**config.mk**
```make
export PLATFORM = sky130hd
export DESIGN_NAME = wave_shaper_flat
export DESIGN_NICKNAME = d
export VERILOG_FILES = /design/src/rtl/wave_pkg.sv /design/src/rtl/wave_shaper_if.sv /design/src/rtl/wave_shaper_lane.sv /design/src/rtl/wave_shaper.sv /design/src/flat_wrapper.sv
export SDC_FILE = /design/constraint.sdc
export NUM_CORES = 1
export LEC_CHECK = 0
export CORE_AREA = 5 5 171 173
export DETAILED_ROUTE_END_ITERATION = 8
export DIE_AREA = 0 0 176 178
export PLACE_DENSITY = 0.85
export SYNTH_ARGS = -nofsm -noshare
export SYNTH_HDL_FRONTEND = slang
export SYNTH_SLANG_ARGS = --single-unit
```
**constraint.sdc**
```tcl
create_clock -name clk -period 5.4 [get_ports clk]
set_clock_uncertainty 0.15 [all_clocks]
set_input_delay 1.35 -clock clk [delete_from_list [all_inputs] [get_ports clk]]
set_output_delay 1.35 -clock clk [all_outputs]
set_load 0.02 [all_outputs]
```
**src/rtl/wave_pkg.sv**
```systemverilog
// Shared definitions for the waveform shaper: per-channel mode encodings.
package wave_pkg;

    localparam int MODE_W = 2;

    typedef enum logic [MODE_W-1:0] {
        MODE_SQUARE = 2'd0,
        MODE_SAW    = 2'd1,
        MODE_TRI    = 2'd2,
        MODE_RSVD   = 2'd3
    } mode_e;

endpackage

```
**src/rtl/wave_shaper_if.sv**
```systemverilog
// Sample bus between the phase accumulators, the waveform shaper and the mixer.
interface wave_shaper_if #(
    parameter int N_CH    = 4,
    parameter int PHASE_W = 24,
    parameter int OUT_W   = 21
);
    import wave_pkg::*;

    logic                      in_valid;
    logic [N_CH*PHASE_W-1:0]   phase;
    logic [N_CH*PHASE_W-1:0]   duty;
    logic [N_CH*MODE_W-1:0]    mode;
    logic [N_CH*OUT_W-1:0]     wave;
    logic                      out_valid;

    modport master (
        output in_valid, phase, duty, mode,
        input  wave, out_valid
    );

    modport slave (
        input  in_valid, phase, duty, mode,
        output wave, out_valid
    );

endinterface

```
**src/rtl/wave_shaper_lane.sv**
```systemverilog
// One channel of the waveform shaper: mode decode and the stage-1 sample register.
// Triangle support is compiled in only when WAVE_SHAPER_TRI_EN is defined.
module wave_shaper_lane
    import wave_pkg::*;
#(
    parameter int PHASE_W   = 24,
    parameter int OUT_W     = 21,
    parameter int AMP_SHIFT = 16
) (
    input  logic                     clk,
    input  logic                     rst,
    input  logic                     in_valid,
    input  logic [PHASE_W-1:0]       phase,
    input  logic [PHASE_W-1:0]       duty,
    input  logic [MODE_W-1:0]        mode,
    output logic signed [OUT_W-1:0]  sample
);

    localparam int SAW_SH = PHASE_W - 1 - AMP_SHIFT;
    localparam logic signed [OUT_W-1:0] AMP = OUT_W'(1) << AMP_SHIFT;

    logic signed [OUT_W-1:0]   sample_d;
    logic signed [PHASE_W-1:0] saw_centered;

    // Subtracting half the phase range is just an MSB flip.
    assign saw_centered = {~phase[PHASE_W-1], phase[PHASE_W-2:0]};

`ifdef WAVE_SHAPER_TRI_EN
    localparam int TRI_SH = PHASE_W - 2 - AMP_SHIFT;

    logic [PHASE_W-2:0] tri_fold;

    assign tri_fold = phase[PHASE_W-1] ? ~phase[PHASE_W-2:0] : phase[PHASE_W-2:0];
`endif

    always_comb begin
        sample_d = '0;
        case (mode_e'(mode))
            MODE_SQUARE: sample_d = (phase <= duty) ? AMP : -AMP;
            MODE_SAW:    sample_d = OUT_W'(saw_centered >>> SAW_SH);
`ifdef WAVE_SHAPER_TRI_EN
            MODE_TRI:    sample_d = OUT_W'(tri_fold >> TRI_SH) - AMP;
`endif
            default:     sample_d = '0;
        endcase
    end

    always_ff @(posedge clk) begin
        if (rst) begin
            sample <= '0;
        end else if (in_valid) begin
            sample <= sample_d;
        end
    end

endmodule

```
**src/rtl/wave_shaper.sv**
```systemverilog
// Multi-channel waveform shaper with a fixed LATENCY-cycle pipeline.
// Define WAVE_SHAPER_TRI_EN to build triangle mode; otherwise mode 2 yields 0.
module wave_shaper
    import wave_pkg::*;
#(
    parameter int N_CH      = 4,
    parameter int PHASE_W   = 24,
    parameter int OUT_W     = 21,
    parameter int AMP_SHIFT = 16,
    parameter int LATENCY   = 7
) (
    input  logic          clk,
    input  logic          rst,
    wave_shaper_if.slave  bus
);

    localparam int SMP_W = N_CH * OUT_W;

    logic [SMP_W-1:0]   lane_smp;
    logic [SMP_W-1:0]   tail_smp;
    logic [LATENCY-2:0] vld;

    for (genvar k = 0; k < N_CH; k++) begin : g_lane
        wave_shaper_lane #(
            .PHASE_W   (PHASE_W),
            .OUT_W     (OUT_W),
            .AMP_SHIFT (AMP_SHIFT)
        ) u_lane (
            .clk      (clk),
            .rst      (rst),
            .in_valid (bus.in_valid),
            .phase    (bus.phase[k*PHASE_W +: PHASE_W]),
            .duty     (bus.duty[k*PHASE_W +: PHASE_W]),
            .mode     (bus.mode[k*MODE_W +: MODE_W]),
            .sample   (lane_smp[k*OUT_W +: OUT_W])
        );
    end

    // vld[0] pairs with the lane registers; reset clears every in-flight sample.
    always_ff @(posedge clk) begin
        if (rst) begin
            vld <= '0;
        end else begin
            vld[0] <= bus.in_valid;
            for (int i = 1; i < LATENCY - 1; i++) begin
                vld[i] <= vld[i-1];
            end
        end
    end

    if (LATENCY > 2) begin : g_dly
        logic [SMP_W-1:0] dly [LATENCY-2];

        always_ff @(posedge clk) begin
            dly[0] <= lane_smp;
            for (int i = 1; i < LATENCY - 2; i++) begin
                dly[i] <= dly[i-1];
            end
        end

        assign tail_smp = dly[LATENCY-3];
    end else begin : g_nodly
        assign tail_smp = lane_smp;
    end

    // wave only updates on a valid sample so it stays put between strobes.
    always_ff @(posedge clk) begin
        if (rst) begin
            bus.wave      <= '0;
            bus.out_valid <= 1'b0;
        end else begin
            bus.out_valid <= vld[LATENCY-2];
            if (vld[LATENCY-2]) begin
                bus.wave <= tail_smp;
            end
        end
    end

endmodule

```
**src/flat_wrapper.sv**
```systemverilog
// flat-port wrapper written by rule: the top's interface ports become plain ports
module wave_shaper_flat import wave_pkg::*;
#(
    parameter int N_CH      = 4,
    parameter int PHASE_W   = 24,
    parameter int OUT_W     = 21,
    parameter int AMP_SHIFT = 16,
    parameter int LATENCY   = 7
)
  (clk, rst, bus_in_valid, bus_phase, bus_duty, bus_mode, bus_wave, bus_out_valid);
  wave_shaper_if #(.N_CH(N_CH), .PHASE_W(PHASE_W), .OUT_W(OUT_W)) bus_i ();
  input  logic clk;
  input  logic rst;
  input wire logic [$bits(bus_i.in_valid)-1:0] bus_in_valid;
  input wire logic [$bits(bus_i.phase)-1:0] bus_phase;
  input wire logic [$bits(bus_i.duty)-1:0] bus_duty;
  input wire logic [$bits(bus_i.mode)-1:0] bus_mode;
  output wire logic [$bits(bus_i.wave)-1:0] bus_wave;
  output wire logic [$bits(bus_i.out_valid)-1:0] bus_out_valid;
  assign bus_i.in_valid = bus_in_valid;
  assign bus_i.phase = bus_phase;
  assign bus_i.duty = bus_duty;
  assign bus_i.mode = bus_mode;
  assign bus_wave = bus_i.wave;
  assign bus_out_valid = bus_i.out_valid;
  wave_shaper #(.N_CH(N_CH), .PHASE_W(PHASE_W), .OUT_W(OUT_W), .AMP_SHIFT(AMP_SHIFT), .LATENCY(LATENCY)) u_core (.clk(clk), .rst(rst), .bus(bus_i));
endmodule
```
==> impl_metrics.py, run 1 <==
metrics = {
    "final_layout": {
        "layout.area.seq_sq_um": 10200,
        "finalInstanceArea_sq_um": 19500,
        "layout.nets": 1800,
        "syn2layout_area_growth_pct": 31.2,
        "multi_input_area_sq_um": 4000,
        "drive_gt1_share_pct": 5.66,
        "final_util_pct": 71.0,
        "num-fill-cells": 1835,
    },
    "routing": {
        "drtIter0Drc": 404,
        "wl_per_cell_um": 16.0,
        "firstDrtPassIters": 5,
        "drtAntennaViolNets": 0,
        "drc": 0,
        "routed_wl_um": 30100,
        "viasPerCell": 4.94,
        "num_vias": 9298,
    },
    "setup_path": {
        "cpPeakStageDelay_ns": 0.90,
        "critPathSlowestCell": "nor3_2",
        "path_class": "in -> reg",
        "critPathRequiredTime_ns": 5.71,
        "worst-path-buf-inv": 3,
        "critPathLaunchType": "input pin",
        "crit_fanout": 32,
        "crit_chain": "clkdlybuf4s50_1 -> inv_2 -> buf_4 -> nor3_2 -> a22oi_1 -> nor2_1",
        "crit_path_end_kind": "flip-flop",
        "critPathTopFamily": "buffers and inverters",
        "worstPathArrival_ns": 3.94,
    },
    "yosys": {
        "synth_common_cells": "dfxtp_1 (511), nor2_1 (145), inv_1 (103)",
        "postSynthCellCount": 1213,
        "yosysTopAreaCellShare_pct": 68.8,
        "ys_types": 33,
        "synthFlopType": "dfxtp_1",
        "async_reset_ff_share_pct": 0,
        "ys_ff_latch": 511,
        "avgSynthCellArea_sq_um": 12.3,
        "yosysWarnings": 0,
        "netlist_area_sq_um": 14900,
        "synth_top_area_cell": "dfxtp_1",
        "ys_seq_area_share_pct": 68.8,
        "synth_most_common_cell": "dfxtp_1",
        "synth_area_leaders": "dfxtp_1 (69%), ha_1 (8.1%), mux2i_1 (4.9%), nor2_1 (3.7%), a22oi_1 (3.3%)",
        "syn_nets": 1512,
        "synth-edff-count": 0,
    },
    "timing": {
        "maxClockFrequency_mhz": 276,
        "worst_slack_ns": 1.77,
        "relSlewSlack_pct": 29.1,
        "drv_slew": 0,
        "setup_viol": 0,
        "worst_slew_pin_slew_ns": 1.06,
        "fin_crit_ns": 3.63,
        "hold_viol": 0,
        "grt_setup_unrepaired": "false",
        "tns_ns": 0,
        "period_share_pct": 67.1,
    },
    "cts": {
        "cts_inserted_buffers": 44,
        "cts.clk_slew.worst_paths_ns": 0.06,
        "clk_latency_ns": 0.52,
        "cts_hold_buf": 0,
        "cts_setup_buffers": 0,
        "cts_htree_levels": 2,
        "cts_tree": "yes",
        "cts.sinks": 511,
        "cts-root-buf": "clkbuf_16",
        "clockBufferDepth": 3,
        "post_cts_resized": 0,
    },
    "grt": {
        "grt_max_degree": 95,
        "grt_usage_pct": 18.8,
        "grt_pass1_vias": 9887,
        "grt-ovfl-total": 0,
        "grt_pass1_wl_um": 47800,
        "antenna_found_initial": 1,
    },
    "outcome": {
        "status": "complete, no violations",
    },
    "place": {
        "place_ws_ns": 1.21,
        "port_buffers": 287,
        "placed_area_sq_um": 18000,
        "dp_hpwl_um": 21100,
        "gp_congestion": 0.862,
    },
    "power": {
        "ir_worst_vdd_mv": 0.201,
        "p_leak_nw": 8.04,
        "power_w": 0.00747,
        "power-per-cell-area_nw_per_um2": 383,
    },
    "floorplan": {
        "initial_core_util_pct": 54.1,
        "die-area_sq_um": 31300,
        "dieHeight_um": 178,
        "die_w_um": 176,
        "ios": 288,
        "core.rowCount": 61,
        "core-area_sq_um": 27500,
    },
    "worst_hold_path": {
        "min_path_type": "reg -> reg",
    },
    "job": {
        "max_cap_viol_count": 0,
    },
}
power by group:
part	switching, W	internal (W)	leakage [nW]
clock network	0.00129	0.00189	0.747
logic	0.000177	0.000221	3.15
registers	0.0000274	0.00386	4.14
total	0.00150	0.00597	8.04
state kept, by name, summed over array words and instances (netlist names):
register	flops
u_core.g_dly.dly	360
u_core.bus.wave	72
u_core.g_lane.u_lane.sample	72
u_core.vld	6
u_core.bus.out_valid	1
routing by layer:
layer  vias to the layer above  track usage [%]  part of all wire, %
li1                       4622                -                    -
met1                      4355             21.0                   39
met2                       260             34.6                   52
met3                        61             4.51                  6.0
met4                         0             7.50                  3.4
met5                         -                0                    0
layout make-up:
cell class	instances	area share [%]
Multi-Input combinational cell	549	20.5
Sequential cell	511	52.5
Clock inverter	14	0.873
Inverter	104	2.00
Timing Repair Buffer	291	14.9
Clock buffer	67	6.97
Tap cell	346	2.22
Antenna cell	1	0.0128
per-stage QoR:
| stage | instances | hold WS (ns) |
|---|---|---|
| detailed placement | 1801 | 0.162 |
| CTS | 1882 | 0.170 |
| finish | 1883 | 0.170 |
| floorplan | 1213 | 0.160 |
| global route | 1883 | 0.172 |
| global placement | 1801 | 0.160 |
kinds of logic after synthesis:
kind of cell | synth area share, %
DFF | 68.8
adders and majority gates | 8.08
AOI/OAI and AO/OA | 7.21
and+or+nand+nor | 6.69
buffers and inverters | 4.27
muxes | 4.92
worst paths after layout:
check	endpoint	startpoint	cells past startpoint	slack, ns
worst max-delay path	u_core.g_lane[3].u_lane.sample[4]	bus_in_valid	6	1.77
worst min-delay path	u_core.g_dly.dly[4][20]	u_core.g_dly.dly[3][20]	0	0.17
worst max register to register	u_core.bus.wave[48]	u_core.vld[5]	3	3.30
worst min register to register	u_core.g_dly.dly[4][20]	u_core.g_dly.dly[3][20]	0	0.17
cells in the final DEF, fill, tap and decap left out, types with 4 or more instances in the layout:
master             n
clkbuf_1           8
nand2_1           22
o21ai_0           11
nor2_1           145
nand4_1           23
a21o_1             8
buf_4              4
ha_1              96
clkdlybuf4s50_1  286
clkbuf_8          13
nand3_1            5
clkbuf_16         46
o211ai_1           4
a22oi_1           66
inv_1            103
nor3_1             5
a211oi_1          11
clkinv_2           4
a21oi_1           42
o211a_1            4
nor2b_1           13
mux2i_1           73
dfxtp_1          510
No activity file was read; power rests on OpenSTA's default activity.
==> inputs of run 2 (changes only) <==
Settings changed: CORE_AREA 5 5 171 173 to 5 5 186 188, DIE_AREA 0 0 176 178 to 0 0 191 193, PLACE_DENSITY 0.85 to 0.76.
Clock period 5.4 ns to 3.1 ns, I/O delays scaled along.
==> run 2 against run 1 <==
Critical path depth down 5. Via count is 1.5% lower. Routed wire length decreased by 2.2%. Critical endpoint is now bus_wave[17]. Global-route usage decreased by 3.1 points. Combinational power is 75% higher. Die area rose by 18%.
==> impl_metrics.py, run 2 (synthesized netlist as in run 1, its figures left out) <==
metrics = {
    "grt": {
        "grt_max_degree": 55,
        "grt_usage_pct": 15.8,
        "grt_use_met3_pct": 3.89,
        "antenna_found_initial": 1,
        "use_met2_pct": 27.9,
        "grt.met1_usage_pct": 18.5,
        "grt_pass1_wl_um": 47200,
        "busiest_layer": "met2",
        "grt-ovfl-total": 0,
        "grt_pass1_vias": 9591,
    },
    "routing": {
        "viasPerCell": 4.58,
        "firstDrtPassIters": 6,
        "routed_wl_um": 29400,
        "drc": 0,
        "num_vias": 9162,
        "wl_per_cell_um": 14.7,
        "drtIter0Drc": 328,
        "drtAntennaViolNets": 0,
    },
    "timing": {
        "worst_slew_pin_slew_ns": 0.698,
        "tns_ns": 0,
        "maxClockFrequency_mhz": 374,
        "hold_viol": 0,
        "period_share_pct": 86.3,
        "relSlewSlack_pct": 53.4,
        "grt_setup_unrepaired": "false",
        "drv_slew": 0,
        "setup_viol": 0,
        "fin_crit_ns": 2.68,
    },
    "cts": {
        "clk_latency_ns": 0.54,
        "clockBufferDepth": 3,
        "cts.clk_slew.worst_paths_ns": 0.06,
        "cts_tree": "yes",
        "cts_htree_levels": 2,
        "post_cts_resized": 0,
        "cts-root-buf": "clkbuf_16",
        "cts.sinks": 511,
        "cts_hold_buf": 0,
        "cts_setup_buffers": 0,
        "cts_inserted_buffers": 47,
    },
    "setup_path": {
        "critPathLaunchType": "flip-flop",
        "crit_start": "u_core.bus.wave[20]",
        "worstPathArrival_ns": 1.75,
        "critPathSlowestCell": "clkdlybuf4s50_1",
        "critPathTopFamily": "buffers and inverters",
        "crit_fanout": 5,
        "r2r_start": "u_core.vld[5]",
        "worst-path-buf-inv": 1,
        "crit_path_end_kind": "output pin",
        "critPathRequiredTime_ns": 2.17,
        "cpPeakStageDelay_ns": 0.73,
        "crit_chain": "clkdlybuf4s50_1",
        "path_class": "reg -> out",
    },
    "worst_hold_path": {
        "min_from": "u_core.g_dly.dly[2][78]",
        "min_path_type": "reg -> reg",
    },
    "floorplan": {
        "core.rowCount": 67,
        "die-area_sq_um": 36900,
        "ios": 288,
        "initial_core_util_pct": 45.1,
        "core-area_sq_um": 32900,
        "dieHeight_um": 193,
        "die_w_um": 191,
    },
    "power": {
        "ir_worst_vdd_mv": 0.382,
        "power_w": 0.0130,
        "p_leak_nw": 8.12,
        "power-per-cell-area_nw_per_um2": 660,
    },
    "place": {
        "port_buffers": 287,
        "dp_hpwl_um": 21700,
        "gp_congestion": 0.830,
    },
    "final_layout": {
        "layout_common_cells": "dfxtp_1 (510), clkdlybuf4s50_1 (286), nor2_1 (145)",
        "reg_top3": "u_core.g_dly.dly: 360 flops, u_core.bus.wave: 72 flops, u_core.g_lane.u_lane.sample: 72 flops",
        "syn2layout_area_growth_pct": 32.9,
        "largest_reg_flops": 360,
        "drive_gt1_share_pct": 6.70,
        "largest_register": "u_core.g_dly.dly",
        "layout.nets": 1816,
        "antenna_cells": 0,
        "final_common_cell": "dfxtp_1",
    },
    "outcome": {
        "status": "complete, no violations",
    },
    "job": {
        "max_cap_viol_count": 0,
    },
}
## run 2: layer usage
layer	part of all wire [%]	vias up
met1	41	4224
met5	0	-
met4	3.5	0
met2	50	208
li1	-	4664
met3	6.0	66
## run 2: final timing paths
kind | to | slack, ns | cells after the start
setup reg to reg | u_core.bus.wave[67] | 1.31 | 3
hold / removal | u_core.g_dly.dly[3][78] | 0.16 | 0
setup / recovery | bus_wave[17] | 0.42 | 1
hold reg to reg | u_core.g_dly.dly[3][78] | 0.16 | 0
## run 2: power by group
part | total [W] | internal (W) | switching (W)
logic | 0.000698 | 0.000395 | 0.000304
registers | 0.00676 | 0.00672 | 0.0000427
clock network | 0.00558 | 0.00324 | 0.00234
total | 0.0130 | 0.0104 | 0.00269
## run 2: cell type report
type | count | area [sq um]
Clock inverter | 24 | 246
Inverter | 104 | 390
Multi-Input combinational cell | 549 | 4000
Tap cell | 448 | 561
Clock buffer | 60 | 1300
Timing Repair Buffer | 304 | 3030
Sequential cell | 511 | 10200
Fill cell | 2608 | 13200
## run 2: metrics by stage
stage,setup WS [ns],cell area [sq um],hold slack [ns],util (%),cells
global placement,0.110,18200,0.160,55.3,1916
CTS,0.403,19800,0.167,60.0,2000
floorplan,0.734,14900,0.160,-,1213
global route,0.385,19800,0.175,60.0,2000
finish,0.424,19800,0.162,60.0,2000
detailed placement,0.0713,18200,0.162,55.3,1916
